`src/rtl/fifo_rptr_empty_fwft_pkg.sv`:
```
// Shared Gray/binary helpers for both FIFO pointer domains.
// Functions work on 32-bit values; callers zero-extend and truncate to pointer width.
package fifo_rptr_empty_fwft_pkg;

  function automatic logic [31:0] bin2gray(input logic [31:0] b);
    return b ^ (b >> 1);
  endfunction

  // Bit i of the binary value is the XOR of all Gray bits at or above i
  function automatic logic [31:0] gray2bin(input logic [31:0] g);
    logic [31:0] b;
    b = '0;
    for (int i = 0; i < 32; i++) begin
      b[i] = ^(g >> i);
    end
    return b;
  endfunction

endpackage

```
`src/rtl/fifo_rptr_empty_fwft_if.sv`:
```
// Read-side bundle: synchronized write pointer and memory port in, FWFT output stage out.
// master is the read controller; slave is the memory/consumer environment.
interface fifo_rptr_empty_fwft_if #(
  parameter int ADDRESS    = 3,
  parameter int DATA_WIDTH = 8
);
  logic [ADDRESS:0]      RQ2_WPTR;
  logic [DATA_WIDTH-1:0] R_DATA;
  logic                  DOUT_READY;
  logic [ADDRESS-1:0]    R_ADDR;
  logic [ADDRESS:0]      R_PTR;
  logic                  R_EMPTY;
  logic [ADDRESS:0]      R_LEVEL;
  logic                  R_ALMOST_EMPTY;
  logic [DATA_WIDTH-1:0] DOUT;
  logic                  DOUT_VALID;

  modport master (
    input  RQ2_WPTR, R_DATA, DOUT_READY,
    output R_ADDR, R_PTR, R_EMPTY, R_LEVEL, R_ALMOST_EMPTY, DOUT, DOUT_VALID
  );

  modport slave (
    output RQ2_WPTR, R_DATA, DOUT_READY,
    input  R_ADDR, R_PTR, R_EMPTY, R_LEVEL, R_ALMOST_EMPTY, DOUT, DOUT_VALID
  );
endinterface

```
`src/rtl/fifo_rptr_empty_fwft_gray2bin.sv`:
```
// Combinational Gray-to-binary converter (XOR prefix from the MSB down).
// Shared by the read and write pointer stages for their fill levels.
module fifo_gray2bin #(
  parameter int WIDTH = 4
) (
  input  logic [WIDTH-1:0] gray_i,
  output logic [WIDTH-1:0] bin_o
);

  for (genvar i = 0; i < WIDTH; i++) begin : g_bit
    assign bin_o[i] = ^(gray_i >> i);
  end

endmodule

```
`src/rtl/fifo_rptr_empty_fwft.sv`:
```
// Async-FIFO read controller: Gray/binary read pointers, registered empty/level, FWFT output register.
// Pop needs no bubble: the output register refills in the same cycle its word is taken.
module fifo_rptr_empty_fwft
  import fifo_rptr_empty_fwft_pkg::*;
#(
  parameter int ADDRESS    = 3,
  parameter int DATA_WIDTH = 8,
  parameter int AE_THRESH  = 1
) (
  input logic                   R_CLK,
  input logic                   R_RST,
  fifo_rptr_empty_fwft_if.master bus
);

  localparam int PTR_W = ADDRESS + 1;
  localparam logic [ADDRESS:0] AE_LIMIT = PTR_W'(AE_THRESH);

  logic [ADDRESS:0]      rbin_q, rbin_d;
  logic [ADDRESS:0]      rgray_q, rgray_d;
  logic                  empty_q, empty_d;
  logic [ADDRESS:0]      level_q, level_d;
  logic                  ae_q, ae_d;
  logic [DATA_WIDTH-1:0] dout_q, dout_d;
  logic                  dvld_q, dvld_d;
  logic [ADDRESS:0]      wbin;
  logic                  pop;

  fifo_gray2bin #(.WIDTH(PTR_W)) u_wptr_g2b (
    .gray_i (bus.RQ2_WPTR),
    .bin_o  (wbin)
  );

  always_comb begin
    pop     = !empty_q && (!dvld_q || bus.DOUT_READY);
    rbin_d  = rbin_q + PTR_W'(pop);
    rgray_d = PTR_W'(bin2gray(32'(rbin_d)));
    // Full Gray equality covers the wrap bit, so empty needs no MSB special case
    empty_d = (rgray_d == bus.RQ2_WPTR);
    level_d = wbin - rbin_d;
    ae_d    = (level_d <= AE_LIMIT);
    dout_d  = dout_q;
    dvld_d  = dvld_q;
    if (pop) begin
      dout_d = bus.R_DATA;
      dvld_d = 1'b1;
    end else if (bus.DOUT_READY) begin
      dvld_d = 1'b0;
    end
  end

  always_ff @(posedge R_CLK or negedge R_RST) begin
    if (!R_RST) begin
      rbin_q  <= '0;
      rgray_q <= '0;
      empty_q <= 1'b1;
      level_q <= '0;
      ae_q    <= 1'b1;
      dout_q  <= '0;
      dvld_q  <= 1'b0;
    end else begin
      rbin_q  <= rbin_d;
      rgray_q <= rgray_d;
      empty_q <= empty_d;
      level_q <= level_d;
      ae_q    <= ae_d;
      dout_q  <= dout_d;
      dvld_q  <= dvld_d;
    end
  end

  assign bus.R_ADDR         = rbin_q[ADDRESS-1:0];
  assign bus.R_PTR          = rgray_q;
  assign bus.R_EMPTY        = empty_q;
  assign bus.R_LEVEL        = level_q;
  assign bus.R_ALMOST_EMPTY = ae_q;
  assign bus.DOUT           = dout_q;
  assign bus.DOUT_VALID     = dvld_q;

endmodule

```
`src/flat_wrapper.sv`:
```
// flat-port wrapper written by rule: the top's interface ports become plain ports
module fifo_rptr_empty_fwft_flat import fifo_rptr_empty_fwft_pkg::*;
#(
  parameter int ADDRESS    = 3,
  parameter int DATA_WIDTH = 8,
  parameter int AE_THRESH  = 1
)
  (R_CLK, R_RST, bus_RQ2_WPTR, bus_R_DATA, bus_DOUT_READY, bus_R_ADDR, bus_R_PTR, bus_R_EMPTY, bus_R_LEVEL, bus_R_ALMOST_EMPTY, bus_DOUT, bus_DOUT_VALID);
  fifo_rptr_empty_fwft_if #(.ADDRESS(ADDRESS), .DATA_WIDTH(DATA_WIDTH)) bus_i ();
  input logic R_CLK;
  input logic R_RST;
  input wire logic [$bits(bus_i.RQ2_WPTR)-1:0] bus_RQ2_WPTR;
  input wire logic [$bits(bus_i.R_DATA)-1:0] bus_R_DATA;
  input wire logic [$bits(bus_i.DOUT_READY)-1:0] bus_DOUT_READY;
  output wire logic [$bits(bus_i.R_ADDR)-1:0] bus_R_ADDR;
  output wire logic [$bits(bus_i.R_PTR)-1:0] bus_R_PTR;
  output wire logic [$bits(bus_i.R_EMPTY)-1:0] bus_R_EMPTY;
  output wire logic [$bits(bus_i.R_LEVEL)-1:0] bus_R_LEVEL;
  output wire logic [$bits(bus_i.R_ALMOST_EMPTY)-1:0] bus_R_ALMOST_EMPTY;
  output wire logic [$bits(bus_i.DOUT)-1:0] bus_DOUT;
  output wire logic [$bits(bus_i.DOUT_VALID)-1:0] bus_DOUT_VALID;
  assign bus_i.RQ2_WPTR = bus_RQ2_WPTR;
  assign bus_i.R_DATA = bus_R_DATA;
  assign bus_i.DOUT_READY = bus_DOUT_READY;
  assign bus_R_ADDR = bus_i.R_ADDR;
  assign bus_R_PTR = bus_i.R_PTR;
  assign bus_R_EMPTY = bus_i.R_EMPTY;
  assign bus_R_LEVEL = bus_i.R_LEVEL;
  assign bus_R_ALMOST_EMPTY = bus_i.R_ALMOST_EMPTY;
  assign bus_DOUT = bus_i.DOUT;
  assign bus_DOUT_VALID = bus_i.DOUT_VALID;
  fifo_rptr_empty_fwft #(.ADDRESS(ADDRESS), .DATA_WIDTH(DATA_WIDTH), .AE_THRESH(AE_THRESH)) u_core (.R_CLK(R_CLK), .R_RST(R_RST), .bus(bus_i));
endmodule
```
`config.mk`:
```
export PLATFORM = sky130hd
export DESIGN_NAME = fifo_rptr_empty_fwft_flat
export DESIGN_NICKNAME = d
export VERILOG_FILES = /design/src/rtl/fifo_rptr_empty_fwft_pkg.sv /design/src/rtl/fifo_rptr_empty_fwft_if.sv /design/src/rtl/fifo_rptr_empty_fwft_gray2bin.sv /design/src/rtl/fifo_rptr_empty_fwft.sv /design/src/flat_wrapper.sv
export SDC_FILE = /design/constraint.sdc
export NUM_CORES = 1
export LEC_CHECK = 0
export ABC_AREA = 1
export CAP_MARGIN = 5
export CORE_ASPECT_RATIO = 1.1
export CORE_MARGIN = 2
export CORE_UTILIZATION = 45
export CTS_CLUSTER_DIAMETER = 60
export CTS_CLUSTER_SIZE = 28
export DETAILED_ROUTE_END_ITERATION = 12
export PLACE_DENSITY_LB_ADDON = 0.05
export SLEW_MARGIN = 30
export SYNTH_ARGS = -nofsm -noshare
export SYNTH_HDL_FRONTEND = slang
export SYNTH_HIERARCHICAL = 1
export SYNTH_SLANG_ARGS = --single-unit
```
`constraint.sdc`:
```
create_clock -name R_CLK -period 2.6 [get_ports R_CLK]
set_clock_uncertainty 0.1 [all_clocks]
set_input_delay 0.65 -clock R_CLK [delete_from_list [all_inputs] [get_ports R_CLK]]
set_output_delay 0.65 -clock R_CLK [all_outputs]
set_load 0.02 [all_outputs]
```
---- Yosys cells after proc, flatten, opt, wreduce, memory -nomap -nowiden ----
Cells that the tools add are included.
operators by class
  equality and inequality tests ........... 1
  bitwise logic cells ..................... 1
  mux-type cells .......................... 2
  reduce and logical (&&, ||, !) cells .... 9
  add/sub/neg operators ................... 2
  order comparisons ....................... 1
operators with widths
  kind                                                            count
  parity 4 bit                                                    4
  adder 4 x 1 -> 4 bit                                            1
  == test 4 bit                                                   1
  less-or-equal comparator 4 x 1 -> 1 bit, second input constant  1
  subtractor 4 bit                                                1
  bitwise XOR 4 x 3 -> 4 bit                                      1
  logical NOT 1 bit                                               2
  2-to-1 mux 1 bit                                                2
  nonzero test 2 bit                                              1
  logical AND 1 bit                                               1
  logical OR 1 bit                                                1
word-level totals
  register bits after elaboration ......... 23

---- Depth between registers and ports, before layout ----
Gate-level depths: netlist of the first run.
  depth in word-level cells ............... 6
  gate-level depth with buffers ........... 15

---- By module ----
The synthesis of the first run kept the hierarchy.
by module, submodules not included
  module                times used  cells an instance  sequential area each (um^2)  area an instance (um^2)
  fifo_rptr_empty_fwft  1           134                553.0                        1073.5
  fifo_gray2bin         1           21                 0.0                          90.1

---- Least setup slack after synthesis of the first run ----
OpenSTA, ideal clock, no wires.
  path kind ............................... input-to-reg
  start ................................... in bus_DOUT_READY
  end ..................................... reg u_core.ae_q (netlist: u_core/bus.R_ALMOST_EMPTY)
  arrival ................................. 2342 ps
  slack ................................... 83 ps
  stages .................................. 13
  path through ............................ inv_1 -> a21oi_2 -> ha_1 -> ha_1 -> inv_2 -> nand2_1 -> inv_1 -> nor2_1 -> ha_1 -> nor2_1 -> nand3_1 -> nand3b_1 -> nor2_2
between the ends
  longest elaborated chain between the ends .. 5
ends and longest elaborated chain
  what                                     line                        text
  from (decl)                              flat_wrapper.sv:14          input wire logic [$bits(bus_i.DOUT_READY)-1:0] bus_DOUT_READY;
  logical OR 1 bit                         fifo_rptr_empty_fwft.sv:34  pop = !empty_q && (!dvld_q || bus.DOUT_READY);
  logical AND 1 bit                        fifo_rptr_empty_fwft.sv:34
  adder 4 x 1 -> 4 bit                     fifo_rptr_empty_fwft.sv:35  rbin_d = rbin_q + PTR_W'(pop);
  net u_core.rbin_d[1]                     fifo_rptr_empty_fwft.sv:18  logic [ADDRESS:0] rbin_q, rbin_d;
  subtractor 4 bit                         fifo_rptr_empty_fwft.sv:39  level_d = wbin - rbin_d;
  less-or-equal comparator 4 x 1 -> 1 bit  fifo_rptr_empty_fwft.sv:40  ae_d = (level_d <= AE_LIMIT);
  net u_core.ae_d                          fifo_rptr_empty_fwft.sv:22  logic ae_q, ae_d;
  to (signal assigned)                     fifo_rptr_empty_fwft.sv:57  ae_q <= 1'b1;
  to (signal assigned)                     fifo_rptr_empty_fwft.sv:65  ae_q <= ae_d;
  to (decl)                                fifo_rptr_empty_fwft.sv:22
The timed path passes the listed nets, and every way through them passes these cells.
A chain may end at the register's enable or synchronous reset.

---- Final worst setup path of the first run ----
  start ................................... in bus_DOUT_READY
  end ..................................... reg u_core.ae_q (netlist: u_core/bus.R_ALMOST_EMPTY)
between the ends
  longest elaborated chain between the ends .. 5
ends and longest elaborated chain
  what                                     line                        text
  logical OR 1 bit                         fifo_rptr_empty_fwft.sv:34
  logical AND 1 bit                        fifo_rptr_empty_fwft.sv:34
  adder 4 x 1 -> 4 bit                     fifo_rptr_empty_fwft.sv:35
  net u_core.rbin_d[1]                     fifo_rptr_empty_fwft.sv:18
  subtractor 4 bit                         fifo_rptr_empty_fwft.sv:39
  net u_core.level_d[1]                    fifo_rptr_empty_fwft.sv:21  logic [ADDRESS:0] level_q, level_d;
  less-or-equal comparator 4 x 1 -> 1 bit  fifo_rptr_empty_fwft.sv:40
  net u_core.ae_d                          fifo_rptr_empty_fwft.sv:22
The timed path passes the listed nets, and every way through them passes these cells.

==> results_dict.tcl, run 1 <==
set metrics [dict create \
    ios 37 \
    reg2reg_to "u_core/bus.R_ALMOST_EMPTY$_DFF_PN1_" \
    drt-total-wl_um 2423 \
    synth.area.top_cells "dfrtp_1 43%, nand2_1 23%, inv_1 7.1%" \
    tritoncts "yes" \
    setup_viol 0 \
    ys_seq_area_share_pct 47.53 \
    power.density_nw_per_um2 1407 \
    rsz0062_at_grt "no" \
    io_buffers 36 \
    drive_gt1_share_pct 18.63 \
    hold_end "u_core/bus.DOUT_VALID$_DFFE_PN0P_" \
    outcome "finished clean" \
    grt_pass1_vias 957 \
    critPathLaunchType "input pin" \
    vias 1082 \
    drt-pass1-iter-count 4 \
    ys_ff_latch 22 \
    rr_worst_depth 10 \
    crit_fanout 4 \
    ir_drop_uv 742.5 \
    detailed_place_hpwl_um 1856 \
    crit_chain "clkdlybuf4s50_1 -> inv_1 -> a21oi_2 -> ha_2 -> ha_4 -> inv_2 -> nand2_1 -> inv_1 -> nor2_1 -> ha_2 -> nand3b_1 -> nor2_2" \
    clk_latency_ns 0.30 \
    dieHeight_um 57.33 \
    cts.sinks 22 \
    critPathCaptureType "flip-flop" \
    die_w_um 52.49 \
    hold_violations 0 \
    syn-instance-count 155 \
    hp-class "flip-flop to flip-flop" \
    gr-total-overflow 0 \
    min_from "u_core/bus.R_EMPTY$_DFF_PN1_" \
    cp_data_required_time_ns 2.75 \
    layout_min_cycle_time_ns 2.445 \
    grt_max_degree 23 \
    placementRows 19 \
    core_area_sq_um 2472 \
    crit_type "input pin to flip-flop" \
    whs_path_depth 1 \
    yosysTopAreaCellShare_pct 43.01 \
    r2r_slack_ns 0.48 \
    leakagePower_nw 0.9060 \
    grt.total_usage_pct 17.36 \
    cts_root_buffer "clkbuf_4" \
    drcViolationCount 0 \
    drt-initial-drc-count 18 \
    cts_buffers 3 \
    synthToLayoutAreaGrowth_pct 46.34 \
    ys_types 16 \
    holdWs_ns 0.3833 \
    fill_cells 217 \
    antenna_found_initial 0 \
    slowest_stage "clkdlybuf4s50_1" \
    slew_headroom_pct 82.18 \
    dieArea_sq_um 3009 \
    clkSlewWorstSetupHoldPaths_ns 0.12 \
    p_total_mw 2.396 \
    fin_crit_sh_pct 94.05 \
    synth_top_area_cell "dfrtp_1" \
    r2r-start "u_core/bus.R_EMPTY$_DFF_PN1_" \
    cpPeakStageDelay_ns 0.45 \
    htreeDepth 1 \
    synth_warnings 6 \
    antenna_left 0 \
    syn_area_sq_um 1164 \
    layout.nets 224 \
    worstPathArrival_ns 2.60 \
    maxCapViolCount 0 \
    detail_route.wl_per_cell_um 10.31 \
    clk_path_buf_depth 2 \
    insertedDiodeCount 0 \
    initial_core_util_pct 47.06 \
    viasPerCell 4.604 \
    grt_pass1_wl_um 3933 \
    gp_congestion 0.8043 \
    timing.fmax_mhz 408.9 \
    maxSlewViolCount 0 \
    synth.avg_cell_area_sq_um 7.507 \
    synth_fp_nets 174 \
    worst_pin_slew_ns 0.2673 \
]
==> worst max path at each step <==
stage	start	endpoint	slack [ns]	cells after the start
after floorplan	bus_DOUT_READY	u_core/bus.R_ALMOST_EMPTY$_DFF_PN1_	0.08	13
after global routing	bus_DOUT_READY	u_core/bus.R_ALMOST_EMPTY$_DFF_PN1_	0.01	14
after detailed placement	bus_DOUT_READY	u_core/bus.R_ALMOST_EMPTY$_DFF_PN1_	-0.28	14
after global placement	bus_DOUT_READY	u_core/bus.R_ALMOST_EMPTY$_DFF_PN1_	-0.16	12
final	bus_DOUT_READY	u_core/bus.R_ALMOST_EMPTY$_DFF_PN1_	0.15	12
after CTS	bus_DOUT_READY	u_core/bus.R_ALMOST_EMPTY$_DFF_PN1_	0.05	14
==> metal layers <==
metal	vias up	track usage, %	share of wire, %	wire, um
li1	562	-	-	-
met1	488	20.99	42	1009
met2	28	29.82	52	1251
met3	4	1.309	4.5	110
met4	0	9.890	2.2	53
met5	-	0	0	0
==> worst max-delay path, delay by kind of cell <==
family / cells / cell delay (ns)
and+or+nand+nor: 4 / 0.39
adders and majority gates: 3 / 0.74
AOI/OAI and AO/OA: 1 / 0.17
buffers and inverters: 4 / 0.64
==> cells by family (layout without fill, tap and decap cells) <==
kind of cell | count (synthesis) | after routing | share of synthesized area (%)
AOI/OAI and AO/OA | 2 | 2 | 1.506
xor gates and xnor gates | 1 | 1 | 0.7528
adders and majority gates | 4 | 4 | 4.301
buffers and inverters | 25 | 74 | 8.388
DFF | 22 | 22 | 47.53
and+or+nand+nor | 101 | 101 | 37.53
==> what timing repair did <==
action	in CTS	in global routing
endpoints found under the setup margin	0	2
hold endpoints to repair	0	0
gates resized for setup	0	4
hold buffers	0	0
setup buffers	0	2
==> through the flow <==
stage	util (%)	std cells	setup slack [ns]	instance area [sq um]	setup TNS, ns
detailed placement	65.33	229	-0.2825	1615	-0.6351
finish	68.88	235	0.1546	1703	0
floorplan	-	155	0.08339	1164	0
global placement	65.33	229	-0.1564	1615	-0.3233
CTS	67.46	233	0.05476	1668	0
global route	68.88	235	0.01224	1703	0
==> power breakdown <==
part / switching (mW) / internal (mW)
registers: 0.0950 / 0.521
logic: 0.818 / 0.707
clock network: 0.0991 / 0.156
total: 1.01 / 1.38
==> flip-flops by register name (all words and copies together) (netlist names) <==
signal,flops
u_core/bus.DOUT,8
u_core/bus.DOUT_VALID,1
u_core/bus.R_ALMOST_EMPTY,1
u_core/bus.R_EMPTY,1
u_core/bus.R_LEVEL,4
u_core/bus.R_PTR,3
u_core/rbin_q,4
==> layout make-up <==
type | instances | area [sq um] | share of cell area [%]
Inverter | 24 | 90.09 | 5.290
Multi-Input combinational cell | 108 | 533.0 | 31.30
Clock buffer | 3 | 22.52 | 1.323
Clock inverter | 1 | 30.03 | 1.763
Sequential cell | 22 | 553.0 | 32.48
Tap cell | 31 | 38.79 | 2.278
Timing Repair Buffer | 46 | 435.4 | 25.57
==> layout by cell type (no fill, tap or decap) <==
master,n
inv_1,22
buf_4,10
ha_1,1
inv_2,2
clkbuf_4,3
ha_2,2
nand3_1,8
clkdlybuf4s50_1,36
nor2_2,2
nand2_1,70
nand4_1,2
o21ai_2,1
nand3b_1,2
nor2_1,4
nand2_2,13
ha_4,1
dfrtp_1,20
a21oi_2,1
bufinv_16,1
xnor2_1,1
dfstp_2,2
==> cells in the mapped netlist <==
library cell and n:
dfstp_2 2, nor2_1 5, nand3_1 8, inv_1 22
nand4_1 2, ha_1 4, inv_2 2, a21oi_2 1
xnor2_1 1, nand2_2 13, nor2_2 1, o21ai_2 1
buf_4 1, nand2_1 70, dfrtp_1 20, nand3b_1 2
(Power assumes the default switching activity.)
==> run 2: changes to the inputs <==
- ABC_AREA: 1 -> not set
- CORE_UTILIZATION: 45 -> 44
==> results_dict.tcl, run 2 <==
set metrics [dict create \
    outcome "finished clean" \
    crit_chain "clkdlybuf4s50_1 -> inv_1 -> a21oi_4 -> ha_4 -> ha_4 -> buf_4 -> xnor2_4 -> nor2_1 -> o311a_1 -> nor4_2" \
    hold_violations 0 \
    ys_ff_latch 22 \
    fill_cells 197 \
    tns_ns 0 \
    cts.sinks 22 \
    io_buffers 36 \
    timing.fmax_mhz 399.1 \
    dieArea_sq_um 2916 \
    antenna_left 0 \
    synth.avg_cell_area_sq_um 12.94 \
    gp_congestion 0.7438 \
    layout.area.seq_sq_um 553.0 \
    layout_common_cells "36 x clkdlybuf4s50_1, 20 x dfrtp_1, 19 x buf_4" \
    multiInputGateArea_sq_um 541.8 \
    ios 37 \
    grt_pass1_vias 824 \
    setup_viol 0 \
    worstPathArrival_ns 2.62 \
    clk_latency_ns 0.30 \
    critPathLaunchType "input pin" \
    clkSlewWorstSetupHoldPaths_ns 0.12 \
    ys_seq_area_share_pct 50.28 \
    syn-instance-count 85 \
    detailed_place_hpwl_um 1648 \
    synthTopCellsByCount "20 x dfrtp_1, 8 x inv_1, 8 x mux2_2, 8 x xnor2_1, 5 x xor2_1" \
    synth_edf_count 0 \
    initial_core_util_pct 45.36 \
    cp_data_required_time_ns 2.71 \
    insertedDiodeCount 0 \
    synth_fp_nets 104 \
    hp-class "flip-flop to flip-flop" \
    grt_pass1_wl_um 3525 \
    final_common_cell "clkdlybuf4s50_1" \
    detail_route.wl_per_cell_um 12.02 \
    largest_reg_flops 8 \
    cts_hold_buf 0 \
    cpPeakStageDelay_ns 0.47 \
    die_w_um 51.67 \
    synth-main-ff-cell "dfrtp_1" \
    grt_max_degree 23 \
    cts_root_buffer "clkbuf_4" \
    yosysTopAreaCellShare_pct 45.51 \
    dieHeight_um 56.44 \
    critPathBufInv 3 \
    placed_area_sq_um 1608 \
    synth.area.top_cells "dfrtp_1 46%, mux2_2 8.2%, xnor2_1 6.4%" \
    layout.nets 163 \
    drt-total-wl_um 2091 \
    maxSlewViolCount 0 \
    crit_type "input pin to flip-flop" \
    cts_buffers 3 \
    slew_headroom_pct 80.98 \
    power.density_nw_per_um2 1422 \
    clk_path_buf_depth 2 \
    gr-total-overflow 0 \
    async_flop_share_pct 100.0 \
    grt.total_usage_pct 16.15 \
    antenna_found_initial 0 \
    drt-initial-drc-count 6 \
    drcViolationCount 0 \
    fin_crit_sh_pct 96.36 \
    synthToLayoutAreaGrowth_pct 55.86 \
    ys_types 30 \
    tritoncts "yes" \
    synth_top_area_cell "dfrtp_1" \
    layout_min_cycle_time_ns 2.505 \
    drive_gt1_share_pct 30.07 \
    post-route-util_pct 70.69 \
    critical_path.top_delay_family "buffers and inverters" \
    placementRows 19 \
    setup_slack_ns 0.09467 \
    viasPerCell 4.649 \
    synth.most_common_cell "dfrtp_1" \
    synth_warnings 6 \
    drt-pass1-iter-count 2 \
    design_area_sq_um 1714 \
    crit_fanout 5 \
    dp_slack_ns -0.3870 \
    leakagePower_nw 0.7650 \
    worst_pin_slew_ns 0.2854 \
    syn_area_sq_um 1100 \
    maxCapViolCount 0 \
    critPathCaptureType "flip-flop" \
    vias 809 \
    core_area_sq_um 2425 \
    ir_drop_uv 953.7 \
    crit_top_cell "ha_4" \
    slowest_stage "clkdlybuf4s50_1" \
    htreeDepth 1 \
]
==> run 2: cell types whose count changed in the layout (fill, tap and decap cells not counted), sizes merged, moves of 2 or more <==
cell / previous run / this run
nand2: 83 / 2
buf: 10 / 20
nor2: 6 / 2
inv: 24 / 8
nand4: 2 / 0
mux2i: 0 / 2
nand3b: 2 / 0
xnor2: 1 / 9
a21oi: 1 / 5
and3: 0 / 2
or2: 0 / 2
mux2: 0 / 8
nand3: 8 / 1
xor2: 0 / 6
==> run 2: path summary, 6_finish.rpt <==
path | startpoint | to | slack, ns | cells past startpoint
setup / recovery | bus_DOUT_READY | u_core/bus.R_ALMOST_EMPTY$_DFF_PN1_ | 0.09 | 10
hold / removal | u_core/bus.R_EMPTY$_DFF_PN1_ | u_core/bus.DOUT_VALID$_DFFE_PN0P_ | 0.40 | 1
setup reg to reg | u_core/bus.R_EMPTY$_DFF_PN1_ | u_core/bus.R_ALMOST_EMPTY$_DFF_PN1_ | 0.41 | 8
hold reg to reg | u_core/bus.R_EMPTY$_DFF_PN1_ | u_core/bus.DOUT_VALID$_DFFE_PN0P_ | 0.40 | 1
max in group asynchronous | R_RST | u_core/bus.R_ALMOST_EMPTY$_DFF_PN1_ | 1.53 | 2
min in group asynchronous | R_RST | u_core/bus.R_PTR[2]$_DFF_PN0_ | 0.58 | 2
==> run 2: layout make-up <==
type,count,share of cell area [%]
Timing Repair Buffer,56,30.00
Multi-Input combinational cell,53,31.61
Inverter,8,1.752
Tap cell,31,2.263
Sequential cell,22,32.26
Clock buffer,4,2.117
==> run 2: timing repair <==
| item | CTS | global route |
|---|---|---|
| endpoints found under the setup margin | 3 | 3 |
| buffers inserted | 0 | 4 |
| resized for setup | 2 | 5 |
| pin swaps | 0 | 5 |
==> run 2: worst reg2reg max path, cell delays in order (launching register included) <==
cell,delay (ns)
dfstp_2,0.58
a21oi_4,0.05
ha_4,0.18
ha_4,0.16
buf_4,0.15
xnor2_4,0.23
nor2_1,0.09
o311a_1,0.32
nor4_2,0.25
==> run 2: cells by family (layout without fill, tap and decap cells) <==
kind of cell    after synthesis  count (layout)  share of synthesized area (%)
simple gates                 12              12                          6.031
xor+xnor                     16              16                          16.38
buf+inv                      10              68                          4.437
fa+ha+maj                     5               5                          5.461
compound gates                9               9                          5.347
flops                        22              22                          50.28
mux                          11              11                          12.06
==> run 2: metrics by stage <==
step                std cells  hold slack [ns]  power (mW)
floorplan                  85           0.2544       1.509
global placement          166           0.3823       2.118
detailed placement        166           0.3784       2.160
CTS                       170           0.4078       2.371
global route              174           0.4311       2.613
finish                    174           0.4042       2.437
==> run 2: power breakdown <==
group / switching [mW] / internal, mW / total (mW)
registers: 0.114 / 0.527 / 0.641
clock network: 0.0984 / 0.0853 / 0.184
logic: 0.714 / 0.899 / 1.61
==> run 2: metal layers <==
metal	vias to the layer above	track usage, %	routed length (um)
met1	384	21.02	933
met4	0	4.511	13
met2	21	27.47	1040
li1	402	-	-
met3	2	2.660	104
met5	-	0	0
==> run 3: changes to the inputs <==
- ABC_AREA: not set -> 1
- CORE_UTILIZATION: 44 -> 45
==> results of run 3 <==
Same layout as run 1: the final DEF is identical, and so are final timing and power.
